<file path="config.mk">
export PLATFORM = sky130hd
export DESIGN_NAME = kbd_scan_ctrl_flat
export DESIGN_NICKNAME = d
export VERILOG_FILES = /design/src/rtl/kbd_scan_ctrl_if.sv /design/src/rtl/kbd_scan_ctrl.sv /design/src/flat_wrapper.sv
export SDC_FILE = /design/constraint.sdc
export NUM_CORES = 1
export LEC_CHECK = 0
export CAP_MARGIN = 20
export CORE_MARGIN = 3
export CORE_UTILIZATION = 46
export DETAILED_ROUTE_END_ITERATION = 10
export DONT_BUFFER_PORTS = 1
export SLEW_MARGIN = 0
export SYNTH_ARGS = -nofsm -noshare
export SYNTH_HDL_FRONTEND = slang
export SYNTH_SLANG_ARGS = --single-unit
</file>
<file path="constraint.sdc">
create_clock -name clk -period 7.31 [get_ports clk]
set_input_delay 1.0965 -clock clk [delete_from_list [all_inputs] [get_ports clk]]
set_output_delay 1.0965 -clock clk [all_outputs]
set_load 0.05 [all_outputs]
</file>
<file path="src/rtl/kbd_scan_ctrl_if.sv">
// ============================================================
// kbd_scan_ctrl_if : key-event read bus between controller and CPU
// Rev 1.0
// ============================================================
`default_nettype none

interface kbd_scan_ctrl_if #(
  parameter int DEPTH = 8
);
  localparam int CW = $clog2(DEPTH) + 1;

  logic          rd_en;
  logic          ovf_clr;
  logic          key_valid;
  logic [7:0]    key_code;
  logic          key_ext;
  logic          key_break;
  logic [CW-1:0] fifo_count;
  logic          overflow;

  modport master (
    output rd_en, ovf_clr,
    input  key_valid, key_code, key_ext, key_break, fifo_count, overflow
  );

  modport slave (
    input  rd_en, ovf_clr,
    output key_valid, key_code, key_ext, key_break, fifo_count, overflow
  );
endinterface

`default_nettype wire

</file>
<file path="src/rtl/kbd_scan_ctrl.sv">
// ============================================================
// kbd_scan_ctrl : PS/2 byte capture, set-2 prefix decode, event FIFO
// Rev 1.0
// ============================================================
`default_nettype none

module kbd_scan_ctrl #(
  parameter int DEPTH   = 8,
  parameter int TIMEOUT = 50000
) (
  input  logic           clk,
  input  logic           rst,
  input  logic           kbd_rda,
  input  logic [7:0]     kbd_byte,
  output logic           kbd_clear,
  kbd_scan_ctrl_if.slave bus
);
  localparam int AW = $clog2(DEPTH);
  localparam int CW = AW + 1;
  localparam int TW = $clog2(TIMEOUT + 1);
  localparam logic [CW-1:0] FULL_COUNT = CW'(DEPTH);
  localparam logic [TW-1:0] TMO_LAST   = TW'(TIMEOUT - 1);

  typedef enum logic [1:0] {
    IDLE = 2'd0,
    ACK  = 2'd1,
    DROP = 2'd2
  } state_t;

  // synchronizer and edge detect
  logic sync1_q, rda_s_q, rda_d_q;
  logic primed_q, primed_d;
  logic armed_q, armed_d;
  logic rise;

  state_t        state_q, state_d;
  logic [7:0]    byte_q, byte_d;
  logic          pend_ext_q, pend_ext_d;
  logic          pend_brk_q, pend_brk_d;
  logic [2:0]    skip_q, skip_d;
  logic [TW-1:0] tmo_q, tmo_d;

  logic          push;
  logic [9:0]    push_data;

  logic [9:0]    mem_q [DEPTH];
  logic [AW-1:0] wr_ptr_q, wr_ptr_d;
  logic [AW-1:0] rd_ptr_q, rd_ptr_d;
  logic [CW-1:0] count_q, count_d;
  logic          overflow_q, overflow_d;
  logic          full, not_empty, pop, wr_en;
  logic [9:0]    head;

  // A receiver flag still high when reset releases must be seen low before
  // a rising edge counts; primed_q marks that sync1_q holds a real sample.
  always_comb begin
    primed_d = 1'b1;
    armed_d  = armed_q | (primed_q & ~sync1_q);
    rise     = rda_s_q & ~rda_d_q & armed_q;
  end

  always_comb begin
    state_d    = state_q;
    byte_d     = byte_q;
    pend_ext_d = pend_ext_q;
    pend_brk_d = pend_brk_q;
    skip_d     = skip_q;
    tmo_d      = tmo_q;
    push       = 1'b0;
    push_data  = 10'h000;

    case (state_q)
      IDLE: begin
        if (rise) begin
          byte_d  = kbd_byte;
          tmo_d   = '0;
          state_d = ACK;
        end else if (pend_ext_q || pend_brk_q) begin
          if (tmo_q == TMO_LAST) begin
            pend_ext_d = 1'b0;
            pend_brk_d = 1'b0;
            tmo_d      = '0;
          end else begin
            tmo_d = tmo_q + TW'(1);
          end
        end
      end

      ACK: begin
        state_d = DROP;
        if (skip_q != 3'd0) begin
          skip_d = skip_q - 3'd1;
        end else begin
          case (byte_q)
            8'hE1: begin
              skip_d     = 3'd7;
              push       = 1'b1;
              push_data  = {2'b00, 8'hE1};
              pend_ext_d = 1'b0;
              pend_brk_d = 1'b0;
            end
            8'hE0: pend_ext_d = 1'b1;
            8'hF0: pend_brk_d = 1'b1;
            8'h00, 8'hAA, 8'hFA, 8'hFE, 8'hFF: begin
              pend_ext_d = 1'b0;
              pend_brk_d = 1'b0;
            end
            default: begin
              push       = 1'b1;
              push_data  = {pend_ext_q, pend_brk_q, byte_q};
              pend_ext_d = 1'b0;
              pend_brk_d = 1'b0;
            end
          endcase
        end
      end

      DROP: begin
        if (!rda_s_q) state_d = IDLE;
      end

      default: state_d = IDLE;
    endcase
  end

  // A push into a full FIFO succeeds only when a pop frees a slot that cycle.
  always_comb begin
    not_empty  = (count_q != '0);
    full       = (count_q == FULL_COUNT);
    pop        = bus.rd_en & not_empty;
    wr_en      = push & (~full | pop);
    wr_ptr_d   = wr_ptr_q + AW'(wr_en);
    rd_ptr_d   = rd_ptr_q + AW'(pop);
    count_d    = count_q + CW'(wr_en) - CW'(pop);
    overflow_d = overflow_q;
    if (bus.ovf_clr) overflow_d = 1'b0;
    if (push && full && !pop) overflow_d = 1'b1;
  end

  always_ff @(posedge clk) begin
    if (rst) begin
      sync1_q    <= 1'b0;
      rda_s_q    <= 1'b0;
      rda_d_q    <= 1'b0;
      primed_q   <= 1'b0;
      armed_q    <= 1'b0;
      state_q    <= IDLE;
      byte_q     <= 8'h00;
      pend_ext_q <= 1'b0;
      pend_brk_q <= 1'b0;
      skip_q     <= 3'd0;
      tmo_q      <= '0;
      wr_ptr_q   <= '0;
      rd_ptr_q   <= '0;
      count_q    <= '0;
      overflow_q <= 1'b0;
    end else begin
      sync1_q    <= kbd_rda;
      rda_s_q    <= sync1_q;
      rda_d_q    <= rda_s_q;
      primed_q   <= primed_d;
      armed_q    <= armed_d;
      state_q    <= state_d;
      byte_q     <= byte_d;
      pend_ext_q <= pend_ext_d;
      pend_brk_q <= pend_brk_d;
      skip_q     <= skip_d;
      tmo_q      <= tmo_d;
      wr_ptr_q   <= wr_ptr_d;
      rd_ptr_q   <= rd_ptr_d;
      count_q    <= count_d;
      overflow_q <= overflow_d;
    end
  end

  always_ff @(posedge clk) begin
    if (!rst && wr_en) mem_q[wr_ptr_q] <= push_data;
  end

  // Head fields read as zero while empty so stale entries never show.
  assign head           = mem_q[rd_ptr_q];
  assign kbd_clear      = (state_q == ACK);
  assign bus.key_valid  = not_empty;
  assign bus.key_code   = not_empty ? head[7:0] : 8'h00;
  assign bus.key_ext    = not_empty & head[9];
  assign bus.key_break  = not_empty & head[8];
  assign bus.fifo_count = count_q;
  assign bus.overflow   = overflow_q;
endmodule

`default_nettype wire

</file>
<file path="src/flat_wrapper.sv">
// flat-port wrapper written by rule: the top's interface ports become plain ports
module kbd_scan_ctrl_flat 
#(
  parameter int DEPTH   = 8,
  parameter int TIMEOUT = 50000
)
  (clk, rst, kbd_rda, kbd_byte, kbd_clear, bus_rd_en, bus_ovf_clr, bus_key_valid, bus_key_code, bus_key_ext, bus_key_break, bus_fifo_count, bus_overflow);
  kbd_scan_ctrl_if #(.DEPTH(DEPTH)) bus_i ();
  input  logic clk;
  input  logic rst;
  input  logic kbd_rda;
  input  logic [7:0] kbd_byte;
  output logic kbd_clear;
  input wire logic [$bits(bus_i.rd_en)-1:0] bus_rd_en;
  input wire logic [$bits(bus_i.ovf_clr)-1:0] bus_ovf_clr;
  output wire logic [$bits(bus_i.key_valid)-1:0] bus_key_valid;
  output wire logic [$bits(bus_i.key_code)-1:0] bus_key_code;
  output wire logic [$bits(bus_i.key_ext)-1:0] bus_key_ext;
  output wire logic [$bits(bus_i.key_break)-1:0] bus_key_break;
  output wire logic [$bits(bus_i.fifo_count)-1:0] bus_fifo_count;
  output wire logic [$bits(bus_i.overflow)-1:0] bus_overflow;
  assign bus_i.rd_en = bus_rd_en;
  assign bus_i.ovf_clr = bus_ovf_clr;
  assign bus_key_valid = bus_i.key_valid;
  assign bus_key_code = bus_i.key_code;
  assign bus_key_ext = bus_i.key_ext;
  assign bus_key_break = bus_i.key_break;
  assign bus_fifo_count = bus_i.fifo_count;
  assign bus_overflow = bus_i.overflow;
  kbd_scan_ctrl #(.DEPTH(DEPTH), .TIMEOUT(TIMEOUT)) u_core (.clk(clk), .rst(rst), .kbd_rda(kbd_rda), .kbd_byte(kbd_byte), .kbd_clear(kbd_clear), .bus(bus_i));
endmodule
</file>
---- Yosys cells after proc, flatten, opt, wreduce, memory -nomap -nowiden ----
Memory sizes are Yosys's and may differ from the RTL's. A register that Yosys moved wholly into a read port is not among the register bits.
Cells that the tools add are included.
storage, ports and cells
  bits in registers ....................... 47
  bits in latches ......................... 0
  RAM bits ................................ 80
  memory bits (read-only) ................. 0
  input port bits ......................... 13
  output and inout port bits .............. 17
  logic and storage cells ................. 104
  memories ................................ 1
operators by class
  $add $sub $neg .......................... 6
  multipliers ............................. 0
  div/mod/pow operators ................... 0
  order comparisons ....................... 0
  equal/unequal tests ..................... 19
  shift-type cells ........................ 0
  mux-type cells .......................... 30
  bitwise logic cells ..................... 12
  reduce and logical (&&, ||, !) cells .... 21
memories
  name          depth  bits a word  rd ports  clocked after memory_dff  wr ports  RTL line             RTL
  u_core.mem_q  8      10           1         1                         1         kbd_scan_ctrl.sv:46  logic [9:0] mem_q [DEPTH];
operators with widths
  cell                   number
  $eq 8x8->1 const B     7
  $mux 16                3
  $mux 10                2
  $pmux 10 s2            1
  $add 16x1->16 const B  1
  $eq 16x16->1 const B   1
  $mux 1                 13
  $reduce_and 6->1       2
  $ne 2x2->1 const B     5
  $mux 3                 3
  $logic_not 8->1        1
  $mux 8                 1
  $pmux 1 s2             4
  $reduce_and 2->1       4
  $reduce_bool 2->1      4
  $and 1x1->1            7
  $reduce_or 7->1        1
  $add 3x1->3            2
  $ne 2x1->1 const B     3
  $pmux 2 s3             1
  $add 4x1->4            1
  $eq 4x4->1 const B     1
  $mux 2                 2
  $reduce_bool 4->1      1
  other kinds (11)       17

---- Logic depth before layout (Yosys ltp) ----
Gate-level depths: netlist of run 1.
  depth in word-level cells ............... 9
  depth in mapped cells ................... 12
  mapped depth without buffers ............ 12

---- Worst setup path after synthesis of run 1 ----
No wires, ideal clock.
  kind .................................... register to output
  from .................................... reg u_core.count_q[2], in the netlist u_core.bus.fifo_count[2]
  to ...................................... out bus_key_code[0]
  arrival ................................. 2001 ps
  data required time ...................... 6214 ps
  path slack .............................. 4212 ps
  cell stages (with the launch flop) ...... 6
  path buffers ............................ 1
  cells stage by stage .................... dfxtp_1 -> inv_1 -> ha_1 -> and2_1 -> clkbuf_1 -> nor2_1
on the way
  cells in the longest elaborated chain, start to end .. 2
ends and longest elaborated chain
  element                 RTL line              RTL
  from (decl)             kbd_scan_ctrl.sv:49   logic [CW-1:0] count_q, count_d;
  from (signal assigned)  kbd_scan_ctrl.sv:171  count_q <= count_d;
  $reduce_bool 4->1       kbd_scan_ctrl.sv:128  not_empty = (count_q != '0);
  $mux 8                  kbd_scan_ctrl.sv:184  assign bus.key_code = not_empty ? head[7:0] : 8'h00;
  to (decl)               flat_wrapper.sv:17    output wire logic [$bits(bus_i.key_code)-1:0] bus_key_code;
No other way between the ends.

==> impl_metrics.yaml, run 1 <==
power:
  powerDensity_nw_per_um2: 343
  peakVddDrop_mv: 0.299
  leakage_nw: 2.13
final_layout:
  diodes: 0
  final_common_cell: "edfxtp_1"
  final_cells: 579
  syn_to_final_growth_pct: 15.7
  drive_gt1_share_pct: 16.9
  mostFrequentLayoutCells: "80 x edfxtp_1, 47 x dfxtp_1, 40 x nand2_1, 38 x nor2_1, 22 x clkbuf_16"
  nets: 453
  post-route-util_pct: 56.0
  stdcell_area_um2: 6230
worst_hold_path:
  min_path_type: "register to register"
timing:
  rsz0062_at_grt: "no"
  timing.final.crit_share_pct: 50.5
  finalCriticalPeriod_ns: 3.69
  worst_pin_slew_ns: 1.05
  slew_headroom_pct: 30.0
  final-hold-violation-count: 0
  fmax_ghz: 0.271
  worst_clock_skew_ns: 0.00983
  setup_slack_ns: 3.62
  setup_viol: 0
  tns_ns: 0
  slew_viol_final: 0
clock_network:
  cts_buffer_depth: 2
  post_cts_buffers: 0
  cts_hold_buf: 0
  clock-root-buffer: "clkbuf_16"
  clk_transition_reported_paths_ns: 0.06
  post_cts_resized: 0
  cts_max_level: 4
  cts_tree: "done"
  clock_sinks: 127
  cts_buffers: 17
  clock_latency_ns: 0.41
grt:
  grt_use_met3_pct: 5.39
  track_usage_pct: 17.6
  antenna_found_initial: 0
  grt_pass1_vias: 3341
  grt.met1_usage_pct: 21.7
  top_usage_layer: "met2"
  gr-total-overflow: 0
  grtUsageMet2_pct: 29.3
  grt_max_degree: 35
  grt_pass1_wl_mm: 17.2
place:
  dp_hpwl_mm: 6.84
  gp_congestion: 0.770
  dp_cells: 546
  placed_area_um2: 5600
  place_ws_ns: 3.99
  portBuffers: 0
worst_setup_path:
  crit_arrival_ns: 2.59
  start_kind: "register"
  end_kind: "output port"
  worstPathMaxFanout: 21
  crit_required_ns: 6.21
  cpMaxStageDelayCell: "dfxtp_1"
  cp_top_family: "flip-flops"
  critical_path_class: "register to output port"
  critPathBufInv: 0
  worstPathCellList: "mux4_2, mux2i_1, nor2_1"
  cp_slowest_stage_delay_ns: 1.01
synthesis:
  synth_area_per_cell_um2: 13.1
  async_flop_share_pct: 0
  yosysWarnings: 0
  ys_ff_latch: 127
  synth_seq_area_share_pct: 62.1
  ys.flop_type: "edfxtp_1"
  netlist_area_um2: 5390
  syn_nets: 437
  yosysUniqueCellTypes: 54
  synth_edf_count: 80
  synthCells: 410
routing:
  drt_iter0_markers: 200
  drtPass1Iterations: 4
  ant_nets: 0
  wire_per_inst_um: 18.0
  wl_mm: 10.4
  vias_per_cell: 5.55
  remaining_drc_errors: 0
  vias: 3215
floorplanning:
  initial_core_util_pct: 48.4
  die_area_um2: 13000
  core.rowCount: 38
  io_pins: 30
  coreArea_um2: 11100
  die_h_um: 114
  die-width_um: 114
run:
  drv_cap: 0
status:
  status: "finished, final reports clean"
cells by family after synthesis:
group | count (synthesis) | share of synthesized area, %
AOI/OAI and AO/OA | 46 | 5.41
xor gates and xnor gates | 12 | 1.95
adders and majority gates | 14 | 3.39
buffers and inverters | 28 | 2.09
DFF | 127 | 62.1
muxes | 31 | 10.4
and+or+nand+nor | 152 | 14.7
stage by stage:
stage	total power, W	hold WS (ns)
after floorplan	0.00126	0.410
after global placement	0.00131	0.422
after detailed placement	0.00132	0.424
after CTS	0.00216	0.434
after global routing	0.00224	0.463
final	0.00214	0.430
routing by layer:
| layer | wire (µm) | up-vias | part of all wire (%) |
|---|---|---|---|
| met4 | 162 | 0 | 1.6 |
| met1 | 4640 | 1582 | 45 |
| met3 | 368 | 14 | 3.5 |
| met2 | 5250 | 42 | 50 |
| li1 | - | 1577 | - |
| met5 | 0 | - | 0 |
power breakdown:
group / internal [W] / switching [W]
combinational: 0.000126 / 0.000326
clock: 0.000542 / 0.000307
sequential: 0.000771 / 0.0000668
total: 0.00144 / 0.000699
final cells by class:
| cell class | count | area (µm²) |
|---|---|---|
| inverter | 17 | 65.1 |
| multi-input combinational | 255 | 1960 |
| timing repair buffer | 8 | 60.1 |
| clock buffer | 24 | 562 |
| fill | 937 | 4900 |
| sequential | 127 | 3340 |
| clock inverter | 8 | 61.3 |
| tap | 140 | 175 |
synthesized netlist by cell type (2+ instances only):
cell       n  area (µm²)
xnor2_1    7        61.3
and2_1     4        25.0
edfxtp_1  80        2400
nand4_1    5        31.3
a41oi_1    2        17.5
a211oi_1   2        15.0
or4_1      3        22.5
o21ai_0    2        10.0
nand3_1   10        50.1
clkbuf_1   4        15.0
nor4bb_1   2        20.0
nor4_1     5        31.3
nand2_1   40         150
dfxtp_1   47         941
a21oi_1   20         100
buf_2      5        25.0
nor3_1     9        45.0
nand3b_1   2        15.0
and3_2     3        22.5
inv_1     16        60.1
nor2_1    38         143
xor2_1     5        43.8
nor2b_1   10        62.6
and3_1     9        56.3
a21oi_2    2        17.5
ha_1      13         163
buf_1      2        7.51
mux2i_1   11         110
a31oi_1    7        43.8
mux4_2    20         450
nor4b_1    2        17.5
worst register-to-register path: stages (launching register included):
cell,delay (ns)
dfxtp_1,0.63
inv_1,0.17
ha_1,0.24
nand2b_1,0.14
nand3_1,0.16
nand3_1,0.33
nor4_4,0.90
flip-flops by register name, indices dropped and copies added (netlist names):
signal and flops:
u_core.skip_q 3, u_core.pend_brk_q 1, u_core.primed_q 1, u_core.tmo_q 16, u_core.rda_s_q 1, u_core.state_q 2
u_core.rda_d_q 1, u_core.rd_ptr_q 3, u_core.wr_ptr_q 3, u_core.pend_ext_q 1, u_core.byte_q 8, u_core.mem_q 80
u_core.bus.overflow 1, u_core.sync1_q 1, u_core.bus.fifo_count 4, u_core.armed_q 1
path summary, 6_finish.rpt:
check / start / to / slack, ns / cells past startpoint
worst min-delay path: u_core.sync1_q$_SDFF_PP0_ / u_core.rda_s_q$_SDFF_PP0_ / 0.43 / 2
worst max-delay path: u_core.rd_ptr_q[1]$_SDFF_PP0_ / bus_key_code[5] / 3.62 / 3
worst min register to register: u_core.sync1_q$_SDFF_PP0_ / u_core.rda_s_q$_SDFF_PP0_ / 0.43 / 2
worst max register to register: u_core.bus.fifo_count[2]$_SDFF_PP0_ / u_core.mem_q[3][2]$_DFFE_PP_ / 4.35 / 6
Note: power is estimated with default switching activity, not from simulation.
==> run 2, diff against run 1 <==
==> constraint.sdc (replaced) <==
create_clock -name clk -period 3.5 [get_ports clk]
set_input_delay 0.525 -clock clk [delete_from_list [all_inputs] [get_ports clk]]
set_output_delay 0.525 -clock clk [all_outputs]
set_load 0.05 [all_outputs]
==> run 2 against run 1 <==
Effect of this change:
- global-route usage fell by 0.47 points
- clock skew hardly changed
- die area unchanged
- critical path depth up 9
- via count is 1.6% higher
- register-to-register slack got worse by 3.6 ns
- sequential power up 96%
- first-iteration DRC count down 25%
- clock-buffer cell count down 5
- core utilization is 0.58 points higher
==> impl_metrics.yaml, run 2 (synthesis results as in run 1) <==
status:
  status: "finished, final reports clean"
power:
  power_frac_seq_pct: 36.5
  p_clk_share_pct: 35.2
  internal-power_w: 0.00298
  powerDensity_nw_per_um2: 713
  p_sw_share_pct: 33.7
  p_switching_w: 0.00151
  leakage_nw: 2.20
  combPwrFrac_pct: 28.2
  peakVddDrop_mv: 0.862
routing:
  vias: 3266
  vias_per_cell: 5.44
  drtPass1Iterations: 5
  wl_mm: 10.3
  remaining_drc_errors: 0
  wire_per_inst_um: 17.2
  ant_nets: 0
  drt_iter0_markers: 151
clock_network:
  clk_transition_reported_paths_ns: 0.06
  post_cts_buffers: 0
  cts_max_level: 4
  clock_sinks: 127
  clock_latency_ns: 0.40
  cts_buffers: 17
  clock-root-buffer: "clkbuf_16"
  cts_hold_buf: 0
  cts_buffer_depth: 2
  post_cts_resized: 0
  cts_tree: "done"
worst_hold_path:
  min_path_type: "input port to register"
  hp-start: "rst"
  min_to: "u_core.byte_q[2]$_SDFFE_PP0P_"
  min_path_cells: 1
timing:
  setup_viol: 0
  fmax_ghz: 0.364
  tns_ns: 0
  worst_pin_slew_ns: 0.823
  final-hold-violation-count: 0
  slew_headroom_pct: 44.8
  finalCriticalPeriod_ns: 2.74
  rsz0062_at_grt: "no"
  worst_clock_skew_ns: 0.00994
  timing.final.crit_share_pct: 78.4
  setup_slack_ns: 0.755
  slew_viol_final: 0
final_layout:
  reg.largest.list: "u_core.mem_q x80, u_core.tmo_q x16, u_core.byte_q x8"
  mostFrequentLayoutCells: "80 x edfxtp_1, 47 x dfxtp_1, 40 x nand2_1, 38 x nor2_1, 29 x buf_4"
  final_common_cell: "edfxtp_1"
  post-route-util_pct: 56.6
  syn_to_final_growth_pct: 16.9
  diodes: 0
  top_register: "u_core.mem_q"
  drive_gt1_share_pct: 20.9
  nets: 474
  largest_reg_flops: 80
grt:
  gr-total-overflow: 0
  antenna_found_initial: 0
  grt_max_degree: 35
  grt_pass1_wl_mm: 17.1
  track_usage_pct: 17.1
  grt_pass1_vias: 3371
worst_setup_path:
  start_kind: "register"
  r2r_start: "u_core.skip_q[0]$_SDFFE_PP0P_"
  cp_slowest_stage_delay_ns: 0.37
  worstPathMaxFanout: 10
  r2r_slack_ns: 0.76
  cpMaxStageDelayCell: "fa_1"
  worstPathCellList: "inv_1, ha_1, nor2b_1, nand2_1, a21oi_2, nand3_1, inv_1, ha_1, inv_1, fa_1, xor2_1, nor2_1"
  critical_path_class: "register to register"
  r2r-end: "u_core.bus.fifo_count[2]$_SDFF_PP0_"
  crit_top_cell: "inv_1"
  crit_required_ns: 3.79
  crit_arrival_ns: 3.04
  end_kind: "register"
  ff2ff_path_depth: 12
floorplanning:
  io_pins: 30
  die_h_um: 114
  die_area_um2: 13000
  die-width_um: 114
  core.rowCount: 38
  coreArea_um2: 11100
  initial_core_util_pct: 48.4
run:
  drv_cap: 0
place:
  dp_hpwl_mm: 7.08
  place_ws_ns: 0.760
  portBuffers: 0
  gp_congestion: 0.803
-- run 2: stage by stage --
step | std cells | area, µm² | hold slack, ns | power, W
after floorplan | 410 | 5390 | 0.410 | 0.00263
after global placement | 568 | 5760 | 0.425 | 0.00296
after CTS | 600 | 6290 | 0.166 | 0.00456
after global routing | 600 | 6290 | 0.162 | 0.00472
final | 600 | 6290 | 0.187 | 0.00449
after detailed placement | 568 | 5760 | 0.431 | 0.00297
-- run 2: area by class of cell --
class,count,area [µm²]
Clock buffer,19,435
Timing Repair Buffer,29,218
Sequential cell,127,3340
Fill cell,926,4830
Tap cell,140,175
Inverter,17,65.1
Clock inverter,13,104
Multi-Input combinational cell,255,1950
-- run 2: worst max-delay path by stage --
stage	start	end	slack (ns)	cells after the start
after floorplan	u_core.bus.fifo_count[2]$_SDFF_PP0_	u_core.mem_q[5][0]$_DFFE_PP_	0.46	6
after CTS	u_core.skip_q[0]$_SDFFE_PP0P_	u_core.bus.fifo_count[2]$_SDFF_PP0_	0.74	12
after global placement	u_core.skip_q[0]$_SDFFE_PP0P_	u_core.bus.fifo_count[2]$_SDFF_PP0_	0.84	12
after global routing	u_core.skip_q[0]$_SDFFE_PP0P_	u_core.bus.fifo_count[2]$_SDFF_PP0_	0.46	12
after detailed placement	u_core.skip_q[0]$_SDFFE_PP0P_	u_core.bus.fifo_count[2]$_SDFF_PP0_	0.76	12
final	u_core.skip_q[0]$_SDFFE_PP0P_	u_core.bus.fifo_count[2]$_SDFF_PP0_	0.76	12
-- run 2: critical path, delay by kind of cell (launching register included) --
family	cells	cell delay, ns
XOR/XNOR	1	0.13
buffers and inverters	3	0.36
AO/OA/AOI/OAI	1	0.30
adder cells (fa/ha/maj)	3	0.74
flip-flops	1	0.31
AND/OR/NAND/NOR	4	0.80
-- run 2: metal layers --
layer / wire [µm] / vias to the layer above / global-route usage [%]
li1: - / 1614 / -
met1: 4600 / 1601 / 22.0
met2: 5290 / 49 / 28.8
met3: 382 / 2 / 4.02
met4: 44 / 0 / 5.46
met5: 0 / - / 0
-- run 2: power groups by stage --
| stage | combinational, W | clock (W) | sequential (W) |
|---|---|---|---|
| finish | 0.00127 | 0.00158 | 0.00164 |
| floorplan | 0.000891 | 0 | 0.00174 |
| global route | 0.00138 | 0.00169 | 0.00164 |
| CTS | 0.00130 | 0.00162 | 0.00164 |
| detailed placement | 0.00130 | 0 | 0.00167 |
| global placement | 0.00128 | 0 | 0.00167 |
